`config.mk`:
```
export PLATFORM = sky130hd
export DESIGN_NAME = bp_fe_queue_rollback
export DESIGN_NICKNAME = d
export VERILOG_FILES = /design/src/rtl/bp_fe_queue_rollback.sv
export SDC_FILE = /design/constraint.sdc
export NUM_CORES = 1
export LEC_CHECK = 0
export ABC_AREA = 0
export BUFFER_PORTS_ARGS = -buffer_cell sky130_fd_sc_hd__buf_2
export CAP_MARGIN = 5
export CELL_PAD_IN_SITES_DETAIL_PLACEMENT = 0
export CELL_PAD_IN_SITES_GLOBAL_PLACEMENT = 2
export CORE_MARGIN = 2
export CORE_UTILIZATION = 48
export CTS_CLUSTER_DIAMETER = 50
export CTS_CLUSTER_SIZE = 24
export DETAILED_ROUTE_END_ITERATION = 6
export GPL_ROUTABILITY_DRIVEN = 0
export GPL_TIMING_DRIVEN = 0
export PLACE_DENSITY_LB_ADDON = 0.1
export SLEW_MARGIN = 40
export SYNTH_ARGS = -nofsm -noshare
export SYNTH_HDL_FRONTEND = slang
export SYNTH_SLANG_ARGS = --single-unit
```
`constraint.sdc`:
```
create_clock -name clk_i -period 11.9 [get_ports clk_i]
set_clock_uncertainty 0.15 [all_clocks]
set_input_delay 0.595 -clock clk_i [delete_from_list [all_inputs] [get_ports clk_i]]
set_output_delay 0.595 -clock clk_i [all_outputs]
set_load 0.1 [all_outputs]
```
`src/rtl/bp_fe_queue_rollback.sv`:
```
// bp_fe_queue_rollback: checkpointed circular buffer between pc_gen and the backend.
// Entries are read (rptr) speculatively and only retired on commit (cptr); the
// backend may rewind rptr to cptr (roll) or flush everything (clr).
module bp_fe_queue_rollback #(
   parameter int data_width_p = 64,
   parameter int els_p        = 8
) (
   input  logic                      clk_i,
   input  logic                      reset_i,

   input  logic [data_width_p-1:0]   fe_queue_i,
   input  logic                      fe_queue_v_i,
   output logic                      fe_queue_ready_o,

   output logic [data_width_p-1:0]   fe_queue_o,
   output logic                      fe_queue_v_o,
   input  logic                      fe_queue_yumi_i,

   input  logic                      deq_v_i,
   input  logic                      roll_v_i,
   input  logic                      clr_v_i,

   output logic [$clog2(els_p):0]    count_o
);

   localparam int idx_width_lp = $clog2(els_p);
   localparam int ptr_width_lp = idx_width_lp + 1;

   // Storage is never reset; only the pointers define which entries are live.
   logic [data_width_p-1:0] mem_q [els_p];

   logic [ptr_width_lp-1:0] wptr_q, wptr_d;
   logic [ptr_width_lp-1:0] rptr_q, rptr_d;
   logic [ptr_width_lp-1:0] cptr_q, cptr_d;
   logic [ptr_width_lp-1:0] cptr_commit;
   logic [ptr_width_lp-1:0] occupancy;

   logic full;
   logic empty_rd;
   logic enq_fire;
   logic rd_fire;
   logic deq_ok;

   // The wrap bit distinguishes full (difference == els_p) from empty (difference == 0).
   assign occupancy = wptr_q - cptr_q;
   assign full      = (occupancy == ptr_width_lp'(els_p));
   assign empty_rd  = (rptr_q == wptr_q);

   // Handshake outputs depend only on registered state plus the flush/rewind controls,
   // so a commit or enqueue this cycle never shows up before the next edge.
   assign fe_queue_ready_o = ~reset_i & ~full & ~clr_v_i;
   assign fe_queue_v_o     = ~reset_i & ~empty_rd & ~clr_v_i & ~roll_v_i;
   assign fe_queue_o       = mem_q[rptr_q[idx_width_lp-1:0]];
   assign count_o          = reset_i ? '0 : occupancy;

   assign enq_fire = fe_queue_v_i & fe_queue_ready_o;
   assign rd_fire  = fe_queue_yumi_i & fe_queue_v_o;
   // A commit past the read pointer would retire an unread entry, so it is dropped.
   assign deq_ok   = deq_v_i & (cptr_q != rptr_q);

   assign cptr_commit = cptr_q + ptr_width_lp'(deq_ok);

   // Next-state pointers: clr beats roll, roll lands on the post-commit cptr, then reads.
   always_comb begin
      wptr_d = wptr_q + ptr_width_lp'(enq_fire);
      cptr_d = cptr_commit;
      rptr_d = rptr_q + ptr_width_lp'(rd_fire);
      if (roll_v_i) begin
         rptr_d = cptr_commit;
      end
      if (clr_v_i) begin
         wptr_d = '0;
         rptr_d = '0;
         cptr_d = '0;
      end
   end

   // Pointer registers with asynchronous reset that discards every entry at once.
   always_ff @(posedge clk_i or posedge reset_i) begin
      if (reset_i) begin
         wptr_q <= '0;
         rptr_q <= '0;
         cptr_q <= '0;
      end else begin
         wptr_q <= wptr_d;
         rptr_q <= rptr_d;
         cptr_q <= cptr_d;
      end
   end

   // Entry write on a successful enqueue handshake.
   always_ff @(posedge clk_i) begin
      if (enq_fire) begin
         mem_q[wptr_q[idx_width_lp-1:0]] <= fe_queue_i;
      end
   end

   // A commit must only retire entries the backend has already read.
   property p_deq_legal;
      @(posedge clk_i) disable iff (reset_i)
         (deq_v_i & ~clr_v_i) |-> (cptr_q != rptr_q);
   endproperty
   a_deq_legal: assert property (p_deq_legal);

endmodule

```
* Word-level counts from Yosys, hierarchy flattened
Memories as Yosys holds them, arrays and structs flattened. Cells that the tools add are included. Widths: inputs -> output; s select.
Storage, ports and cells: memories 1, bits in writable memories 512, register bits after elaboration 12, output and inout port bits 70, input port bits 71
Cells by class: equal/unequal tests 3, add/subtract/negate cells 4, multiplexer cells 7, bitwise gates (word level) 13
Memories:
- mem_q | words 8, width 64, rd ports 1, clocked after Yosys merged registers in 0, wr ports 1, line 30 | logic [data_width_p-1:0] mem_q [els_p];
Operator list (number):
- $mux 4 | 5
- $add 4x1->4 | 3
- $and 1x1->1 | 8
- $not 1->1 | 5
- $eq 4x4->1 | 1
- $eq 4x4->1 const B | 1
- $ne 4x4->1 | 1
- $sub 4x4->4 | 1
- $mux 1 | 2

* Longest topological paths before layout
Gate-level depths: netlist of run 1.
word-level depth 9, mapped depth 12

* Worst setup path after synthesis of run 1
Ideal clock, no wire load.
path kind reg2reg, start reg wptr_q[0], end mem mem_q[0][0] (enable), setup slack 3.121 ns, period minus slack after synthesis 8.779 ns, data arrival time 7.963 ns, cell stages (with the launch flop) 9, path through dfrtp_1 inv_1 ha_1 inv_1 fa_1 xnor2_1 nand3b_1 nor3_2 nor4b_1
On the way: word-level cells in the longest chain between the ends 8
Ends and longest elaborated chain:
- start: declaration | line 32 | logic [ptr_width_lp-1:0] wptr_q, wptr_d;
- start signal: assignment | line 85 | wptr_q <= wptr_d;
- $sub 4x4->4 | line 45 | assign occupancy = wptr_q - cptr_q;
- $eq 4x4->1 | line 46 | assign full = (occupancy == ptr_width_lp'(els_p));
- $not 1->1 | line 51 | assign fe_queue_ready_o = ~reset_i & ~full & ~clr_v_i;
- $and 1x1->1 (2 in series) | line 51
- $and 1x1->1 | line 56 | assign enq_fire = fe_queue_v_i & fe_queue_ready_o;
- $mux 1 | line 93 | if (enq_fire) begin
- $mux 1 (implied by the code) | line 94 | mem_q[wptr_q[idx_width_lp-1:0]] <= fe_queue_i;
- end: declaration | line 30
Several ways; a longest one is shown, not always the timed one.

* Worst setup path in the final report of run 1
start reg rptr_q[1], end out fe_queue_o[46]
On the way: word-level cells in the longest chain between the ends 1
Ends and longest elaborated chain:
- start: declaration | line 33 | logic [ptr_width_lp-1:0] rptr_q, rptr_d;
- start signal: assignment | line 86 | rptr_q <= rptr_d;
- $mem_v2 8x64
- end: declaration | line 15 | output logic [data_width_p-1:0] fe_queue_o,
Every way passes these cells.

==> results of run 1 <==
kinds of logic (layout without fill, tap and decap cells):
group / Yosys count / after routing / share of synthesized area
other cells: 0 / 2 / 0
compound gates: 5 / 5 / 0.00179
buf+inv: 47 / 382 / 0.0177
xor+xnor: 16 / 16 / 0.00692
fa+ha+maj: 10 / 10 / 0.00655
mux: 194 / 194 / 0.181
flops: 524 / 524 / 0.774
simple gates: 41 / 41 / 0.0116
metrics by stage:
step / hold slack (ns) / setup TNS, ns / util / setup slack, ns
after global placement: 0.451 / -1144.14 / 0.518 / -4.64
final: 0.124 / 0 / 0.572 / 8.04
after CTS: 0.0962 / 0 / 0.572 / 7.96
after floorplan: 0.310 / 0 / - / 3.12
after detailed placement: 0.472 / 0 / 0.537 / 8.19
after global routing: 0.117 / 0 / 0.572 / 7.92
report_power, final:
group / leakage, nW / internal, mW / switching (mW) / total, mW
logic: 2.62 / 0.325 / 0.718 / 1.04
clock network: 0.690 / 0.738 / 0.690 / 1.43
registers: 4.78 / 2.04 / 0.00749 / 2.05
total: 8.08 / 3.11 / 1.41 / 4.52
layer usage:
metal	track usage	wire, um
met1	0.292	19200
met4	0.0515	725
met2	0.297	19200
met3	0.0377	2160
met5	0	59
worst max-delay path, cell delays in order (launching register included):
cell and delay [ns]:
dfrtp_1 0.35, buf_2 0.20, buf_2 0.32, buf_1 0.64
mux4_2 0.41, mux2_2 0.31, buf_2 0.30
registers in the layout (all words and copies together), names as in the netlist:
register and count:
mem_q 512, rptr_q 4, wptr_q 4, cptr_q 4
placed cells by master, fill, tap and decap left out, types with 3 or more instances in the layout:
master,Yosys,final
inv_8,0,3
clkinvlp_4,0,3
clkinv_2,0,3
buf_6,3,11
buf_4,0,50
clkinv_4,0,5
buf_1,7,7
xnor2_1,4,4
nor2b_1,5,5
xor2_1,12,12
mux4_1,12,12
clkbuf_16,0,43
ha_1,9,9
clkbuf_1,12,15
clkinv_1,0,4
clkinv_8,0,5
dfrtp_1,12,12
inv_1,5,5
mux4_2,116,116
buf_2,11,208
edfxtp_1,512,512
mux2_2,64,64
nor2_1,13,13
inv_6,0,8
buf_12,9,9
nand3_1,3,3
worst min-delay path by stage:
stage                   startpoint           end  slack [ns]  cells past startpoint
CTS                 fe_queue_i[17]  mem_q[5][17]         0.1                      1
floorplan                  reset_i     cptr_q[0]        0.31                      1
finish                     clr_v_i     cptr_q[1]        0.12                      2
detailed placement       cptr_q[3]     cptr_q[3]        0.47                      2
global route               clr_v_i     cptr_q[1]        0.12                      2
global placement         wptr_q[3]     wptr_q[3]        0.45                      2
cell type report:
cell class | count | area (um^2) | share of cell area
Sequential cell | 524 | 15700 | 0.656
Inverter | 5 | 18.8 | 0.000786
Antenna cell | 2 | 5.00 | 0.000210
Buffer | 42 | 340 | 0.0142
Timing Repair Buffer | 256 | 1460 | 0.0612
Tap cell | 539 | 674 | 0.0282
Clock buffer | 46 | 1090 | 0.0455
Clock inverter | 33 | 342 | 0.0143
Multi-Input combinational cell | 266 | 4280 | 0.179
==> reports/metrics.yaml, run 1 <==
period_needed_ns: 3.86
cp-end-kind: "primary output"
rsz0062_at_grt: "no"
power_mw: 4.52
yosys-top-cells-area: "edfxtp_1 (76%), mux4_2 (13%), mux2_2 (3.6%)"
vias: 9446
hold_buffers: 1
synth_edf_count: 512
reg2reg_slack_ns: 8.22
drv_slew: 0
synthArstFlopShare: 0.0229
start_kind: "flop"
rr_endpoint: "mem_q[1][32]"
route.antenna.remaining_nets: 0
worstMarginPinSlew_ns: 0.862
drive_gt1_frac: 0.461
ys_top_cells_by_count: "edfxtp_1 (512), mux4_2 (116), mux2_2 (64), nor2_1 (13)"
endpoint: "fe_queue_o[46]"
grtUsageTotal: 0.195
crit_required_ns: 11.16
die-area_um2: 43800
peakVddDrop_mv: 0.160
synthToLayoutAreaGrowth_pct: 18.0
yosysMostFrequentCell: "edfxtp_1"
reg2reg_depth: 14
outcome: "complete, no violations"
grt_max_degree: 22
routedWlPerCell_um: 24.1
cts_setup_buffers: 0
std_cell_rows: 75
ys_warn_count: 0
path_max_fanout: 10
finalHoldViolations: 0
nets: 1219
cp.arrival_ns: 3.11
crit_type: "reg -> out"
dp_hpwl_um: 28800
yosysSeqAreaShare: 0.774
port_buffers: 139
die_w_um: 209
synth_cell_type_count: 33
io_pins: 141
grt_first_pass_wirelength_um: 62400
clk_pin_slew_ns: 0.07
clkLatencyLatePin_ns: 0.56
antenna_found_initial: 7
ys_ff_latch: 524
fin_area_um2: 23900
overflow: 0
syn-instance-count: 837
core_area_um2: 41800
syn-num-nets: 918
r2r_start: "wptr_q[0]"
synth.largest_area_cell: "edfxtp_1"
drc: 0
totalWireLength_um: 41300
min_path_type: "in -> reg"
grt_pass1_vias: 9750
fin_cells: 1713
ys.flop_type: "edfxtp_1"
leakagePower_nw: 8.08
postSynthAreaPerCell_um2: 24.2
numCtsBuffers: 43
placed_cell_area_um2: 22400
timing.fmax_mhz: 259
die_h_um: 209
drt_first_pass_iters: 5
max_slew_margin: 0.425
synth_area_um2: 20200
dr.first_iter.drc_count: 750
placed_cells: 1631
root_buffer: "clkbuf_16"
cts.sinks: 524
nFillCells: 3122
clockBufferDepth: 3
ctsResizeCount: 0
setup_violations: 0
avgViaCountPerCell: 5.51
start_util: 0.485
cts_max_level: 2
startpoint: "rptr_q[1]"
cts_tree: "done"
p_per_area_nw_per_um2: 189
synth_top_area_frac: 0.759
period_share: 0.324
cap_violations: 0
Power figures use the tool's default switching activity.
==> run 2, diff against run 1 <==
--- a/config.mk
+++ b/config.mk
@@ -5,13 +5,13 @@
 export SDC_FILE = /design/constraint.sdc
 export NUM_CORES = 1
 export LEC_CHECK = 0
-export ABC_AREA = 0
+export ABC_AREA = 1
 export BUFFER_PORTS_ARGS = -buffer_cell sky130_fd_sc_hd__buf_2
 export CAP_MARGIN = 5
 export CELL_PAD_IN_SITES_DETAIL_PLACEMENT = 0
 export CELL_PAD_IN_SITES_GLOBAL_PLACEMENT = 2
 export CORE_MARGIN = 2
-export CORE_UTILIZATION = 48
+export CORE_UTILIZATION = 42
 export CTS_CLUSTER_DIAMETER = 50
 export CTS_CLUSTER_SIZE = 24
 export DETAILED_ROUTE_END_ITERATION = 6
==> constraint.sdc (replaced) <==
create_clock -name clk_i -period 3.8 [get_ports clk_i]
set_clock_uncertainty 0.15 [all_clocks]
set_input_delay 0.19 -clock clk_i [delete_from_list [all_inputs] [get_ports clk_i]]
set_output_delay 0.19 -clock clk_i [all_outputs]
set_load 0.1 [all_outputs]
==> run 2 against run 1 <==
- synthesized area increased by 2.0%
- register-to-register slack got worse by 7.8 ns
- power increased to 3.2 times the previous value
- sequential share of layout area decreased by 4.4 points
- largest power group unchanged
- sequential power increased to 3.1 times the previous value
- design area increased by 7.2%
- combinational power increased to 2.7 times the previous value
- non-clock buffer count increased by 55
- global-route usage increased by 2.9 points
- clock power increased to 3.7 times the previous value
==> reports/metrics.yaml, run 2 <==
std_cell_rows: 81
outcome: "complete, no violations"
peakVddDrop_mv: 0.383
yosys-top-cells-area: "edfxtp_1 (74%), nor2_1 (5.2%), o22ai_1 (3.9%)"
crit_required_ns: 3.46
nFillCells: 4169
power_mw: 14.5
rr_endpoint: "mem_q[6][31]"
period_share: 0.908
crit_buf_inv: 3
crit_family: "buffers and inverters"
synthToLayoutAreaGrowth_pct: 24.0
yosysSeqAreaShare: 0.759
synth_top_family_by_area: "compound AO/OA/AOI/OAI gates"
synth_edf_count: 512
antenna_found_initial: 1
core_area_um2: 48700
regArea_um2: 15700
max_slew_margin: 0.528
overflow: 0
ys_top_cells_by_count: "edfxtp_1 (512), nor2_1 (284), nand2_1 (209), o21ai_0 (144), o22ai_1 (129)"
yosysMostFrequentCell: "edfxtp_1"
start_kind: "flop"
finalHoldViolations: 0
nets: 1961
slowest_stage: "dfrtp_1"
antenna_cells: 0
syn-num-nets: 1657
cap_violations: 0
reg2reg_slack_ns: 0.39
synth_top_area_frac: 0.744
synth-simple-area-share: 0.0938
grtUsageTotal: 0.224
grt_pass1_vias: 13400
root_buffer: "clkbuf_16"
final_common_cell: "edfxtp_1"
drv_slew: 0
routedWlPerCell_um: 21.7
placed_cells: 2419
avgViaCountPerCell: 5.19
port_buffers: 140
timing.fmax_mhz: 290
dr.first_iter.drc_count: 972
p_per_area_nw_per_um2: 568
die-area_um2: 51000
max_stage_delay_ns: 0.62
drt_first_pass_iters: 6
syn-instance-count: 1576
ys.flop_type: "edfxtp_1"
ys_ff_latch: 524
fin_area_um2: 25600
clk_pin_slew_ns: 0.07
rsz0062_at_grt: "no"
synth-adder-area-share: 0.00642
drc: 0
clockBufferDepth: 3
synth_cell_type_count: 25
cp-end-kind: "primary output"
min_path_type: "in -> async"
cts_max_level: 2
synthArstFlopShare: 0.0229
r2r_start: "wptr_q[0]"
reg2reg_depth: 14
drive_gt1_frac: 0.176
synth_mux_area_frac: 0
period_needed_ns: 3.45
clkLatencyLatePin_ns: 0.60
final_cell_mix: "edfxtp_1 (512), nor2_1 (276), nand2_1 (209)"
placed_cell_area_um2: 23100
grt_max_degree: 19
die_w_um: 226
synth-compound-area-share: 0.103
ys_warn_count: 0
vias: 13400
path_max_fanout: 10
finalSetupTns_ns: 0
die_h_um: 226
postSynthAreaPerCell_um2: 13.1
cp.arrival_ns: 3.11
grt_first_pass_wirelength_um: 83900
io_pins: 141
start_util: 0.424
pre_cts_slack_ns: 0.0381
largest_reg_flops: 512
numCtsBuffers: 50
path_cells: "buf_4 -> clkbuf_1 -> o21ai_0 -> o22ai_1 -> nand2_1 -> nand2_1 -> buf_2"
multiInputGateArea_um2: 4380
leakagePower_nw: 9.13
dp_hpwl_um: 36000
cpMostUsedCell: "nand2_1"
setup_violations: 0
synth.largest_area_cell: "edfxtp_1"
layout_setup_ws_ns: 0.350
totalWireLength_um: 56200
synthXorXnorAreaFrac: 0.00509
cts_tree: "done"
synth_area_um2: 20700
fin_cells: 2585
route.antenna.remaining_nets: 0
crit_type: "reg -> out"
worstMarginPinSlew_ns: 0.709
cts.sinks: 524
run 2: cell count changes after synthesis, sizes merged, moves of 8 or more:
cell,before,now
inv,5,28
nor2,13,284
nand3,3,15
buf,30,70
o21ai,0,256
xor2,12,4
mux2,64,0
clkbuf,12,31
mux4,128,0
o22ai,0,129
nand2,2,209
run 2: area by class of cell:
cell class,instances,area share
timing repair buffer,252,0.0890
multi-input combinational,923,0.171
clock inverter,35,0.0167
buffer,101,0.0223
sequential,524,0.612
tap,664,0.0324
inverter,28,0.00420
clock buffer,58,0.0525
run 2: worst max-delay path by stage:
stage                          from             end  slack, ns  cells past startpoint
final                     rptr_q[1]  fe_queue_o[62]       0.35                      7
after global routing      rptr_q[1]   fe_queue_o[4]       0.17                      8
after CTS                 wptr_q[0]    mem_q[3][30]      0.008                     13
after detailed placement  wptr_q[0]    mem_q[3][30]       0.04                     13
after global placement    wptr_q[0]    mem_q[3][30]      -2.50                     10
after floorplan           wptr_q[0]     mem_q[0][0]      -0.28                     10
run 2: cells by family after synthesis:
kind of cell | count (synthesis)
buf+inv | 129
compound gates | 391
simple gates | 510
flops | 524
fa+ha+maj | 10
xor+xnor | 12
run 2: timing repair:
action                                 4_1_cts  5_1_grt
setup endpoints to repair                    0       37
hold buffers                                69        0
endpoints found under the hold margin      536        0
buffers inserted                             0        4
gates resized for setup                      0        1
run 2: metal layers:
layer | vias up | global-route usage | routed length (um)
li1 | 6376 | - | -
met1 | 6646 | 0.313 | 25400
met3 | 76 | 0.0304 | 2670
met2 | 309 | 0.370 | 27100
met5 | - | 0 | 10
met4 | 2 | 0.0587 | 1070
run 2: report_power, final:
part	internal, mW	leakage, nW	switching [mW]
clock	3.07	0.862	2.27
sequential	6.40	4.77	0.0292
combinational	0.596	3.49	2.18
run 2: worst register-to-register path: stages (launching register included):
cell and delay (ns):
dfrtp_1 0.46, inv_1 0.19, ha_1 0.19, inv_2 0.04, fa_1 0.47, inv_1 0.05, nand2_1 0.05, nor2_1 0.04
nand3_1 0.15, nand3_4 0.26, nor2_4 0.31, buf_16 0.19, buf_16 0.17, buf_16 0.16, buf_8 0.19
run 2: through the flow:
step                hold slack, ns  utilization
finish                      0.0541        0.525
detailed placement           0.150        0.474
CTS                         0.0429        0.525
global route                0.0830        0.525
floorplan                  -0.0953            -
global placement             0.134        0.456
